## config.mk

```make
export PLATFORM = sky130hd
export DESIGN_NAME = mem_port_arbiter
export DESIGN_NICKNAME = d
export VERILOG_FILES = /design/src/rtl/computer_pkg.sv /design/src/rtl/mem_port_arbiter.sv
export SDC_FILE = /design/constraint.sdc
export NUM_CORES = 1
export LEC_CHECK = 0
export CELL_PAD_IN_SITES_DETAIL_PLACEMENT = 1
export CELL_PAD_IN_SITES_GLOBAL_PLACEMENT = 1
export CORE_MARGIN = 3
export CORE_UTILIZATION = 26
export CTS_CLUSTER_DIAMETER = 60
export DETAILED_ROUTE_END_ITERATION = 6
export PLACE_DENSITY_LB_ADDON = 0.3
export SLEW_MARGIN = 20
export SYNTH_ARGS = -nofsm -noshare
export SYNTH_HDL_FRONTEND = slang
export SYNTH_SLANG_ARGS = --single-unit
```

## constraint.sdc

```tcl
create_clock -name clk -period 3.01 [get_ports clk]
set_clock_uncertainty 0.1 [all_clocks]
set_input_delay 0.4515 -clock clk [delete_from_list [all_inputs] [get_ports clk]]
set_output_delay 0.4515 -clock clk [all_outputs]
set_load 0.005 [all_outputs]
```

## src/rtl/computer_pkg.sv

```systemverilog
// Shared widths and read-return ownership tags for the CPU/memory subsystem.
package computer_pkg;

    localparam int unsigned ADDR_W = 16;
    localparam int unsigned DATA_W = 16;

    typedef enum logic [1:0] {
        OWN_NONE = 2'd0,
        OWN_I    = 2'd1,
        OWN_D    = 2'd2
    } owner_t;

endpackage

```

## src/rtl/mem_port_arbiter.sv

```systemverilog
// Shares one single-port synchronous RAM between instruction fetch and data ports.
// Data has fixed priority; a wait counter lets a starved fetch win one grant.
module mem_port_arbiter #(
    parameter int unsigned ADDR_W   = computer_pkg::ADDR_W,
    parameter int unsigned DATA_W   = computer_pkg::DATA_W,
    parameter int unsigned MAX_WAIT = 3
) (
    input  logic              clk,
    input  logic              rst,
    input  logic              i_req,
    input  logic [ADDR_W-1:0] i_addr,
    output logic              i_gnt,
    output logic              i_rvalid,
    output logic [DATA_W-1:0] i_rdata,
    input  logic              d_req,
    input  logic              d_we,
    input  logic [ADDR_W-1:0] d_addr,
    input  logic [DATA_W-1:0] d_wdata,
    output logic              d_gnt,
    output logic              d_rvalid,
    output logic [DATA_W-1:0] d_rdata,
    output logic              m_en,
    output logic              m_we,
    output logic [ADDR_W-1:0] m_addr,
    output logic [DATA_W-1:0] m_wdata,
    input  logic [DATA_W-1:0] m_rdata
);
    import computer_pkg::*;

    localparam logic [3:0] MaxWait = 4'(MAX_WAIT);

    logic [3:0]        wait_cnt_q, wait_cnt_d;
    owner_t            owner_q, owner_d;
    logic [ADDR_W-1:0] addr_q, addr_d;
    logic [DATA_W-1:0] wdata_q, wdata_d;
    logic              starve;

    always_comb begin
        i_gnt  = 1'b0;
        d_gnt  = 1'b0;
        starve = i_req && (wait_cnt_q >= MaxWait);
        if (!rst) begin
            if (d_req && !starve) begin
                d_gnt = 1'b1;
            end else if (i_req) begin
                i_gnt = 1'b1;
            end
        end
    end

    // Address/wdata hold their last granted values so the RAM pins stay quiet when idle.
    always_comb begin
        m_en    = i_gnt | d_gnt;
        m_we    = d_gnt & d_we;
        m_addr  = addr_q;
        m_wdata = wdata_q;
        if (d_gnt) begin
            m_addr  = d_addr;
            m_wdata = d_wdata;
        end else if (i_gnt) begin
            m_addr = i_addr;
        end
        addr_d  = m_addr;
        wdata_d = m_wdata;
    end

    always_comb begin
        wait_cnt_d = 4'd0;
        if (i_req && !i_gnt) begin
            wait_cnt_d = (wait_cnt_q >= MaxWait) ? MaxWait : wait_cnt_q + 4'd1;
        end
        owner_d = OWN_NONE;
        if (d_gnt && !d_we) begin
            owner_d = OWN_D;
        end else if (i_gnt) begin
            owner_d = OWN_I;
        end
    end

    always_ff @(posedge clk or posedge rst) begin
        if (rst) begin
            wait_cnt_q <= 4'd0;
            owner_q    <= OWN_NONE;
            addr_q     <= '0;
            wdata_q    <= '0;
        end else begin
            wait_cnt_q <= wait_cnt_d;
            owner_q    <= owner_d;
            addr_q     <= addr_d;
            wdata_q    <= wdata_d;
        end
    end

    assign i_rvalid = (owner_q == OWN_I);
    assign d_rvalid = (owner_q == OWN_D);
    assign i_rdata  = m_rdata;
    assign d_rdata  = m_rdata;

endmodule
```

==> metrics.yaml, run 1 <==
status: "finished, final reports clean"
clk-insertion-delay-late_ps: 290
syn-cell-area_sq_um: 2120
cap_viol_max_count: 0
synth_seq_cells: 38
worst-path-max-fanout: 12
path_class: "flip-flop to output pin"
fin_tns_setup_ps: 0
grt_setup_unrepaired: "true"
post-route-drc-count: 0
design_area_sq_um: 3220
num_vias: 1578
slew_headroom: 0.440
cts_sinks: 38
end_kind: "output pin"
diodes: 0
finalSetupViolations: 0
yosysWarnings: 0
viasPerCell: 4.43
drt-initial-drc-count: 53
synthDominantCellAreaShare: 0.448
routabilityCongestion: 0.692
grt_antenna_before_repair: 0
vdd_drop_max_v: 0.000160
p_leak_nw: 1.61
timing.fmax_mhz: 341
p_int_mw: 1.12
switching_share: 0.250
core_area_sq_um: 7810
arrival_ps: 2380
crit_required_ps: 2460
cts.clk_slew.worst_paths_ps: 70
hold_class: "flip-flop to flip-flop"
synthToLayoutAreaGrowth_pct: 51.7
io_pins: 139
yosys.area.top_type: "dfrtp_1"
regToRegSetupSlack_ps: 1060
layout-drive-gt1-share: 0.232
die_y_um: 96.4
p_clk_frac: 0.277
fill_cells: 853
seq_power_share: 0.413
p_per_area_nw_per_um2: 462
p_switching_mw: 0.372
ctsHoldBuffers: 0
cts_htree_levels: 2
wl_per_cell_um: 16.2
dpl-instance-area_sq_um: 2940
tightestPinTransition_ps: 838
fin_crit_ps: 2940
avgSynthCellArea_sq_um: 11.5
die_w_um: 96.4
period_share: 0.975
holdPathStages: 1
cts-root-buf: "clkbuf_8"
cts_tree: "yes"
yosysSeqAreaShare: 0.448
hpwl_um: 3920
holdWs_ps: 393
synthTopCellsByArea: "dfrtp_1 45%, buf_4 11%, mux2i_1 7.5%, and3b_1 7.0%, a221oi_1 6.6%"
cts.path.max_buffers: 2
min_from: "wdata_q[5]"
grt_usage: 0.124
power_frac_comb: 0.309
reg2reg_depth: 6
start_kind: "flip-flop"
grt_overflow_total: 0
mostFrequentLayoutCells: "67 x clkdlybuf4s50_1, 38 x dfrtp_1, 17 x inv_1"
drt-pass1-iter-count: 4
nNetsFinal: 323
r2r-end: "wdata_q[13]"
drtAntennaViolNets: 0
cts_made_buffers: 5
hold_violations: 0
port_buffers: 90
drv_slew: 0
reg2reg_from: "wait_cnt_q[0]"
synth_cell_types: 26
hold-path-endpoint: "wdata_q[5]"
grt_pass1_vias: 1770
grt_max_degree: 39
rows: 32
start_util: 0.272
grt_first_pass_wirelength_um: 8740
routed_wl_um: 5750
layout_commonest_cell: "clkdlybuf4s50_1"
syn_inst: 184
die_area_sq_um: 9290
power by group through the flow:
stage / Sequential [mW] / Clock [mW] / Combinational [mW]
floorplan: 0.617 / 0 / 0.222
global placement: 0.622 / 0 / 0.455
detailed placement: 0.624 / 0 / 0.459
CTS: 0.614 / 0.441 / 0.453
global route: 0.624 / 0.469 / 0.506
finish: 0.615 / 0.413 / 0.460
critical path, stage by stage (launching register included):
cell,delay [ps]
dfrtp_1,390
ha_2,200
or3_1,320
a21o_4,240
buf_6,180
mux2i_2,220
clkdlybuf4s50_1,540
sequential cells by signal (all words and copies together), names as in the netlist:
| signal | count |
|---|---|
| owner_q | 2 |
| wdata_q | 16 |
| wait_cnt_q | 4 |
| addr_q | 16 |
cell type report:
cell class,instances,area [sq um],share of cell area
tap,102,128,0.0396
multi-input combinational,84,860,0.267
timing repair buffer,104,1070,0.332
sequential,38,951,0.295
timing repair inverter,1,16.3,0.00505
inverter,19,87.6,0.0272
clock buffer,8,110,0.0342
through the flow:
stage / cells / total power [mW] / util / setup slack, ps
after floorplan: 185 / 0.839 / - / 738
after global placement: 344 / 1.08 / 0.377 / -97.2
after detailed placement: 344 / 1.08 / 0.377 / -131
after CTS: 355 / 1.51 / 0.395 / 4.03
after global routing: 356 / 1.60 / 0.413 / -61.0
final: 356 / 1.49 / 0.413 / 74.8
how the worst max path moves through the flow:
| stage | start | endpoint | slack [ps] | cells after the start |
|---|---|---|---|---|
| after floorplan | wait_cnt_q[0] | m_wdata[1] | 740 | 7 |
| after global placement | i_req | m_addr[14] | -100 | 5 |
| after detailed placement | i_req | m_addr[6] | -130 | 5 |
| after CTS | wait_cnt_q[0] | m_addr[3] | 4 | 7 |
| after global routing | wait_cnt_q[0] | m_addr[6] | -60 | 6 |
| final | wait_cnt_q[0] | m_addr[5] | 70 | 6 |
per-layer routing:
layer,share of wire,vias to the layer above,GRT usage
li1,-,735,-
met1,0.43,769,0.165
met2,0.48,67,0.188
met3,0.081,7,0.0426
met4,0.0099,0,0.0432
met5,0,-,0
cells in the mapped netlist:
| cell type | count |
|---|---|
| dfrtp_1 | 38 |
| buf_4 | 32 |
| inv_1 | 18 |
| and3b_1 | 17 |
| a221oi_1 | 16 |
| mux2i_1 | 16 |
| mux2_2 | 8 |
| mux2_4 | 8 |
| clkbuf_1 | 7 |
| nor2_1 | 3 |
| a21oi_1 | 2 |
| buf_2 | 2 |
| buf_6 | 2 |
| nand2b_1 | 2 |
| nor2b_1 | 2 |
| a21o_1 | 1 |
| and2_1 | 1 |
| buf_12 | 1 |
| conb_1 | 1 |
| ha_1 | 1 |
| inv_12 | 1 |
| nand2_1 | 1 |
| nor3_2 | 1 |
| nor4b_1 | 1 |
| o21ai_0 | 1 |
| or3_1 | 1 |
what timing repair did:
action	CTS	global route
gates resized for setup	13	35
pin swaps	1	0
cloned	1	0
setup endpoints to repair	32	24
hold endpoints to repair	0	0
setup buffers	2	1
kinds of logic after synthesis:
| logic type | share of synthesized area |
|---|---|
| AO/OA/AOI/OAI | 0.0766 |
| adder cells (fa/ha/maj) | 0.00589 |
| buffers and inverters | 0.190 |
| flip-flops | 0.448 |
| multiplexers | 0.174 |
| other | 0.00177 |
| AND/OR/NAND/NOR | 0.104 |
(Power assumes the default switching activity.)
==> inputs of run 2 (changes only) <==
Settings changed: CORE_ASPECT_RATIO set to 1.25.
==> metrics.yaml, run 2 (synthesis results as in run 1) <==
holdPathStages: 1  # unchanged
fill_cells: 840  # -1.5%
p_per_area_nw_per_um2: 457  # -1.1%
path_class: "flip-flop to output pin"
slew_headroom: 0.497  # +0.0560
critPathBufInv: 4  # +2
p_leak_nw: 1.71  # +6.2%
num_vias: 1627  # +3.1%
grt_antenna_before_repair: 0  # unchanged
place_worst_setup_slack_ps: 51.5  # +183 ps
rows: 36  # +13%
crit_required_ps: 2460  # about the same
cts-root-buf: "clkbuf_8"
finalSetupViolations: 0  # unchanged
die_w_um: 86.8  # -9.9%
cap_viol_max_count: 0  # unchanged
vdd_drop_max_v: 0.000226  # +41%
r2r-end: "wdata_q[10]"
post-route-drc-count: 0  # unchanged
die_y_um: 107  # +11%
start_util: 0.269  # -0.00259
wl_per_cell_um: 16.1  # -0.24%
reg2reg_from: "wait_cnt_q[0]"
routabilityCongestion: 0.760  # +9.9%
layout_commonest_cell: "clkdlybuf4s50_1"
cpLargestDelayFamily: "buffers and inverters"
mostFrequentLayoutCells: "66 x clkdlybuf4s50_1, 38 x dfrtp_1, 22 x buf_4"
hpwl_um: 4250  # +8.4%
ctsHoldBuffers: 0  # unchanged
start_kind: "flip-flop"
cp-startpoint: "wait_cnt_q[0]"
drt-initial-drc-count: 54  # +1.9%
hold_class: "flip-flop to flip-flop"
timing.fmax_mhz: 341  # about the same
reg2reg_depth: 7  # +1
routed_wl_um: 5840  # +1.4%
drt-pass1-iter-count: 4  # unchanged
cts.path.max_buffers: 2  # unchanged
core_area_sq_um: 7880  # +0.96%
crit_path_end: "m_wdata[10]"
end_kind: "output pin"
grt_usage: 0.127  # +0.00256
grt_overflow_total: 0  # unchanged
grt_setup_unrepaired: "true"
grt_max_degree: 21  # -46%
period_share: 0.974  # about the same
cts_sinks: 38  # unchanged
cts_htree_levels: 2  # unchanged
clk-insertion-delay-late_ps: 290  # about the same
drv_slew: 0  # unchanged
cts_made_buffers: 5  # unchanged
synthToLayoutAreaGrowth_pct: 58.3
tightestPinTransition_ps: 751  # -87.5 ps
worst-path-max-fanout: 11  # -1
grt_pass1_vias: 1799  # +1.6%
crit_cells: 8  # +2
largest_registers: "addr_q: 16 flops, wdata_q: 16 flops, wait_cnt_q: 4 flops"
fin_crit_ps: 2930  # -2.88 ps
port_buffers: 90  # unchanged
die_area_sq_um: 9290  # about the same
drtAntennaViolNets: 0  # unchanged
finalWorstSetupSlack_ps: 77.7  # +2.88 ps
status: "finished, final reports clean"
cp_cell_sequence: "ha_2 -> or3_4 -> a21o_4 -> buf_12 -> clkinv_16 -> buf_4 -> mux2_2 -> dlygate4sd2_1"
layout-drive-gt1-share: 0.266  # +0.0336
fin_tns_setup_ps: 0  # unchanged
grt_first_pass_wirelength_um: 9200  # +5.4%
max_stage_delay_ps: 390  # -150 ps
diodes: 0  # unchanged
nNetsFinal: 336  # +4.0%
regToRegSetupSlack_ps: 970  # -90 ps
viasPerCell: 4.49  # +1.4%
hold_violations: 0  # unchanged
io_pins: 139  # unchanged
slowest_stage: "dfrtp_1"
arrival_ps: 2380  # about the same
cts.clk_slew.worst_paths_ps: 80  # about the same
cts_tree: "yes"
-- run 2: cell count changes in the layout (fill, tap and decap cells not counted), moves of 3 or more --
cell and change:
a221oi_1 -5, a221oi_2 +5, buf_4 +13, clkbuf_8 -3
-- run 2: report_power, final --
group	leakage (nW)	internal (mW)	total (mW)	switching (mW)
sequential	0.456	0.591	0.618	0.0268
clock	0.0524	0.248	0.429	0.181
combinational	1.20	0.313	0.487	0.174
-- run 2: layout make-up --
class | instances | area, sq um | share of cell area
inverter | 19 | 97.6 | 0.0290
sequential | 38 | 951 | 0.283
timing repair buffer | 118 | 1210 | 0.360
multi-input combinational | 84 | 877 | 0.261
clock inverter | 1 | 30.0 | 0.00894
tap | 95 | 119 | 0.0354
clock buffer | 7 | 76.3 | 0.0227
-- run 2: what timing repair did --
item                       4_1_cts  5_1_grt
gates resized for setup         11       37
setup buffers                    4        8
pin swaps                        1        0
setup endpoints to repair       17       23
cloned                           0        1
-- run 2: worst min path at each step --
stage,slack [ps],from,endpoint
6_report,400,wdata_q[11],wdata_q[11]
5_1_grt,410,wdata_q[7],wdata_q[7]
2_1_floorplan,330,wait_cnt_q[0],wait_cnt_q[0]
3_3_place_gp,350,wait_cnt_q[0],wait_cnt_q[0]
3_5_place_dp,350,wait_cnt_q[0],wait_cnt_q[0]
4_1_cts,370,wait_cnt_q[0],wait_cnt_q[0]
-- run 2: metrics by stage --
stage	hold WS (ps)	utilization	power, mW	instance area, sq um	cells
2_1_floorplan	326	-	0.839	2130	185
6_report	395	0.426	1.53	3360	362
3_3_place_gp	347	0.376	1.08	2970	341
4_1_cts	366	0.394	1.52	3110	353
3_5_place_dp	350	0.376	1.09	2970	341
5_1_grt	414	0.426	1.63	3360	362
-- run 2: per-layer routing --
layer	global-route usage	vias up	part of all wire	wire (um)
met5	0	-	0	0
met4	0.0457	0	0.012	71
met3	0.0261	12	0.051	296
met2	0.208	53	0.52	3030
met1	0.163	801	0.42	2440
li1	-	761	-	-
==> inputs of run 3 (changes only) <==
--- a/config.mk
+++ b/config.mk
@@ -8,5 +8,4 @@
 export CELL_PAD_IN_SITES_DETAIL_PLACEMENT = 1
 export CELL_PAD_IN_SITES_GLOBAL_PLACEMENT = 1
-export CORE_ASPECT_RATIO = 1.25
 export CORE_MARGIN = 3
 export CORE_UTILIZATION = 26
==> constraint.sdc (replaced) <==
create_clock -name clk -period 3.01 [get_ports clk]
set_clock_uncertainty 0.1 [all_clocks]
set_input_delay 0.4515 -clock clk [delete_from_list [all_inputs] [get_ports clk]]
set_output_delay 0.4515 -clock clk [all_outputs]
set_load 0.02 [all_outputs]
==> metrics.yaml, run 3 (synthesis results as in run 1) <==
start_util: 0.272  # +0.00259
cts_made_buffers: 5  # unchanged
grt_usage: 0.124  # -0.00248
drt-initial-drc-count: 63  # +17%
drtAntennaViolNets: 0  # unchanged
period_share: 0.963  # -0.0112
post-route-drc-count: 0  # unchanged
num_vias: 1594  # -2.0%
grt_antenna_before_repair: 0  # unchanged
cts_tree: "yes"
synthToLayoutAreaGrowth_pct: 41.6
io_pins: 139  # unchanged
hold_violations: 0  # unchanged
status: "finished, final reports clean"
cts.clk_slew.worst_paths_ps: 70  # about the same
nNetsFinal: 321  # -4.5%
p_per_area_nw_per_um2: 509  # +12%
holdPathStages: 1  # unchanged
tightestPinTransition_ps: 831  # +80.7 ps
end_kind: "output pin"
finalWorstSetupSlack_ps: 111  # +33.8 ps
fin_crit_ps: 2900  # -33.8 ps
wl_per_cell_um: 15.5  # -3.6%
cap_viol_max_count: 0  # unchanged
grt_first_pass_wirelength_um: 9000  # -2.2%
place_worst_setup_slack_ps: -6.01  # -57.5 ps
worst-path-max-fanout: 18  # +7
path_class: "flip-flop to output pin"
arrival_ps: 2350  # -30 ps
vdd_drop_max_v: 0.000220  # -2.4%
grt_max_degree: 39  # +86%
design_area_sq_um: 3010  # -11%
fill_cells: 874  # +4.0%
diodes: 0  # unchanged
reg2reg_depth: 6  # -1
timing.fmax_mhz: 345  # +1.2%
port_buffers: 90  # unchanged
grt_overflow_total: 0  # unchanged
fin_tns_setup_ps: 0  # unchanged
cts_htree_levels: 2  # unchanged
crit_required_ps: 2460  # about the same
viasPerCell: 4.50  # +0.19%
grt_setup_unrepaired: "false"
slew_headroom: 0.445  # -0.0515
drt-pass1-iter-count: 6  # +2
dpl-instance-area_sq_um: 2970  # +0.21%
start_kind: "flip-flop"
die_w_um: 96.4  # +11%
ctsHoldBuffers: 0  # unchanged
grt_pass1_vias: 1811  # +0.67%
drv_slew: 0  # unchanged
cts.path.max_buffers: 2  # unchanged
die_area_sq_um: 9290  # about the same
post-cts-setup-buffers: 0  # -4
largest_registers: "addr_q: 16 flops, wdata_q: 16 flops, wait_cnt_q: 4 flops"
hold_class: "flip-flop to flip-flop"
cts-root-buf: "clkbuf_8"
routed_wl_um: 5500  # -5.7%
routabilityCongestion: 0.689  # -9.4%
mostFrequentLayoutCells: "57 x clkdlybuf4s50_1, 38 x dfrtp_1, 25 x dlygate4sd2_1"
rows: 32  # -11%
clk-insertion-delay-late_ps: 280  # about the same
hpwl_um: 3860  # -9.3%
p_leak_nw: 1.51  # -12%
finalSetupViolations: 0  # unchanged
layout-drive-gt1-share: 0.183  # -0.0834
die_y_um: 96.4  # -10%
core_area_sq_um: 7810  # -0.95%
holdWs_ps: 359  # -35.6 ps
cts_sinks: 38  # unchanged
layout_commonest_cell: "clkdlybuf4s50_1"
## run 3: routing by layer
metal / share of wire / wire, um / global-route usage / vias to the layer above
met5: 0 / 0 / 0 / -
met4: 0.0031 / 17 / 0.0327 / 0
met2: 0.48 / 2660 / 0.201 / 65
met1: 0.43 / 2360 / 0.164 / 792
li1: - / - / - / 735
met3: 0.085 / 465 / 0.0341 / 2
## run 3: path summary, 6_finish.rpt
check | start | to | slack, ps
max | wait_cnt_q[0] | m_wdata[6] | 110
min | wait_cnt_q[0] | wait_cnt_q[0] | 360
max reg2reg | wait_cnt_q[0] | wdata_q[14] | 1020
min reg2reg | wait_cnt_q[0] | wait_cnt_q[0] | 360
max in group asynchronous | rst | wdata_q[6] | 1390
min in group asynchronous | rst | addr_q[8] | 900
## run 3: layout make-up
cell class / instances / area [sq um] / share of cell area
timing repair buffer: 103 / 965 / 0.321
sequential: 38 / 951 / 0.316
multi-input combinational: 84 / 773 / 0.257
tap: 102 / 128 / 0.0424
clock buffer: 7 / 76.3 / 0.0254
inverter: 19 / 83.8 / 0.0279
clock inverter: 1 / 30.0 / 0.00999
## run 3: power breakdown
part           leakage [nW]  switching [mW]  total (mW)  internal, mW
clock                0.0524           0.181       0.429         0.248
sequential            0.456          0.0227       0.614         0.591
combinational          1.00           0.247       0.488         0.241
total                  1.51           0.451        1.53          1.08
## run 3: timing repair
action	CTS	global route
cloned	0	0
setup endpoints to repair	33	8
gates resized for setup	33	16
## run 3: worst max-delay path: stages, from the launching register on
cell,delay [ps]
dfrtp_1,390
ha_1,230
or3_1,310
a21o_1,200
buf_4,170
inv_12,110
mux2_4,320
dlygate4sd2_1,330
## run 3: through the flow
| stage | util | cells | power [mW] |
|---|---|---|---|
| after detailed placement | 0.381 | 346 | 1.19 |
| after global placement | 0.381 | 346 | 1.18 |
| final | 0.385 | 354 | 1.53 |
| after floorplan | - | 185 | 0.967 |
| after global routing | 0.385 | 354 | 1.63 |
| after CTS | 0.389 | 354 | 1.57 |
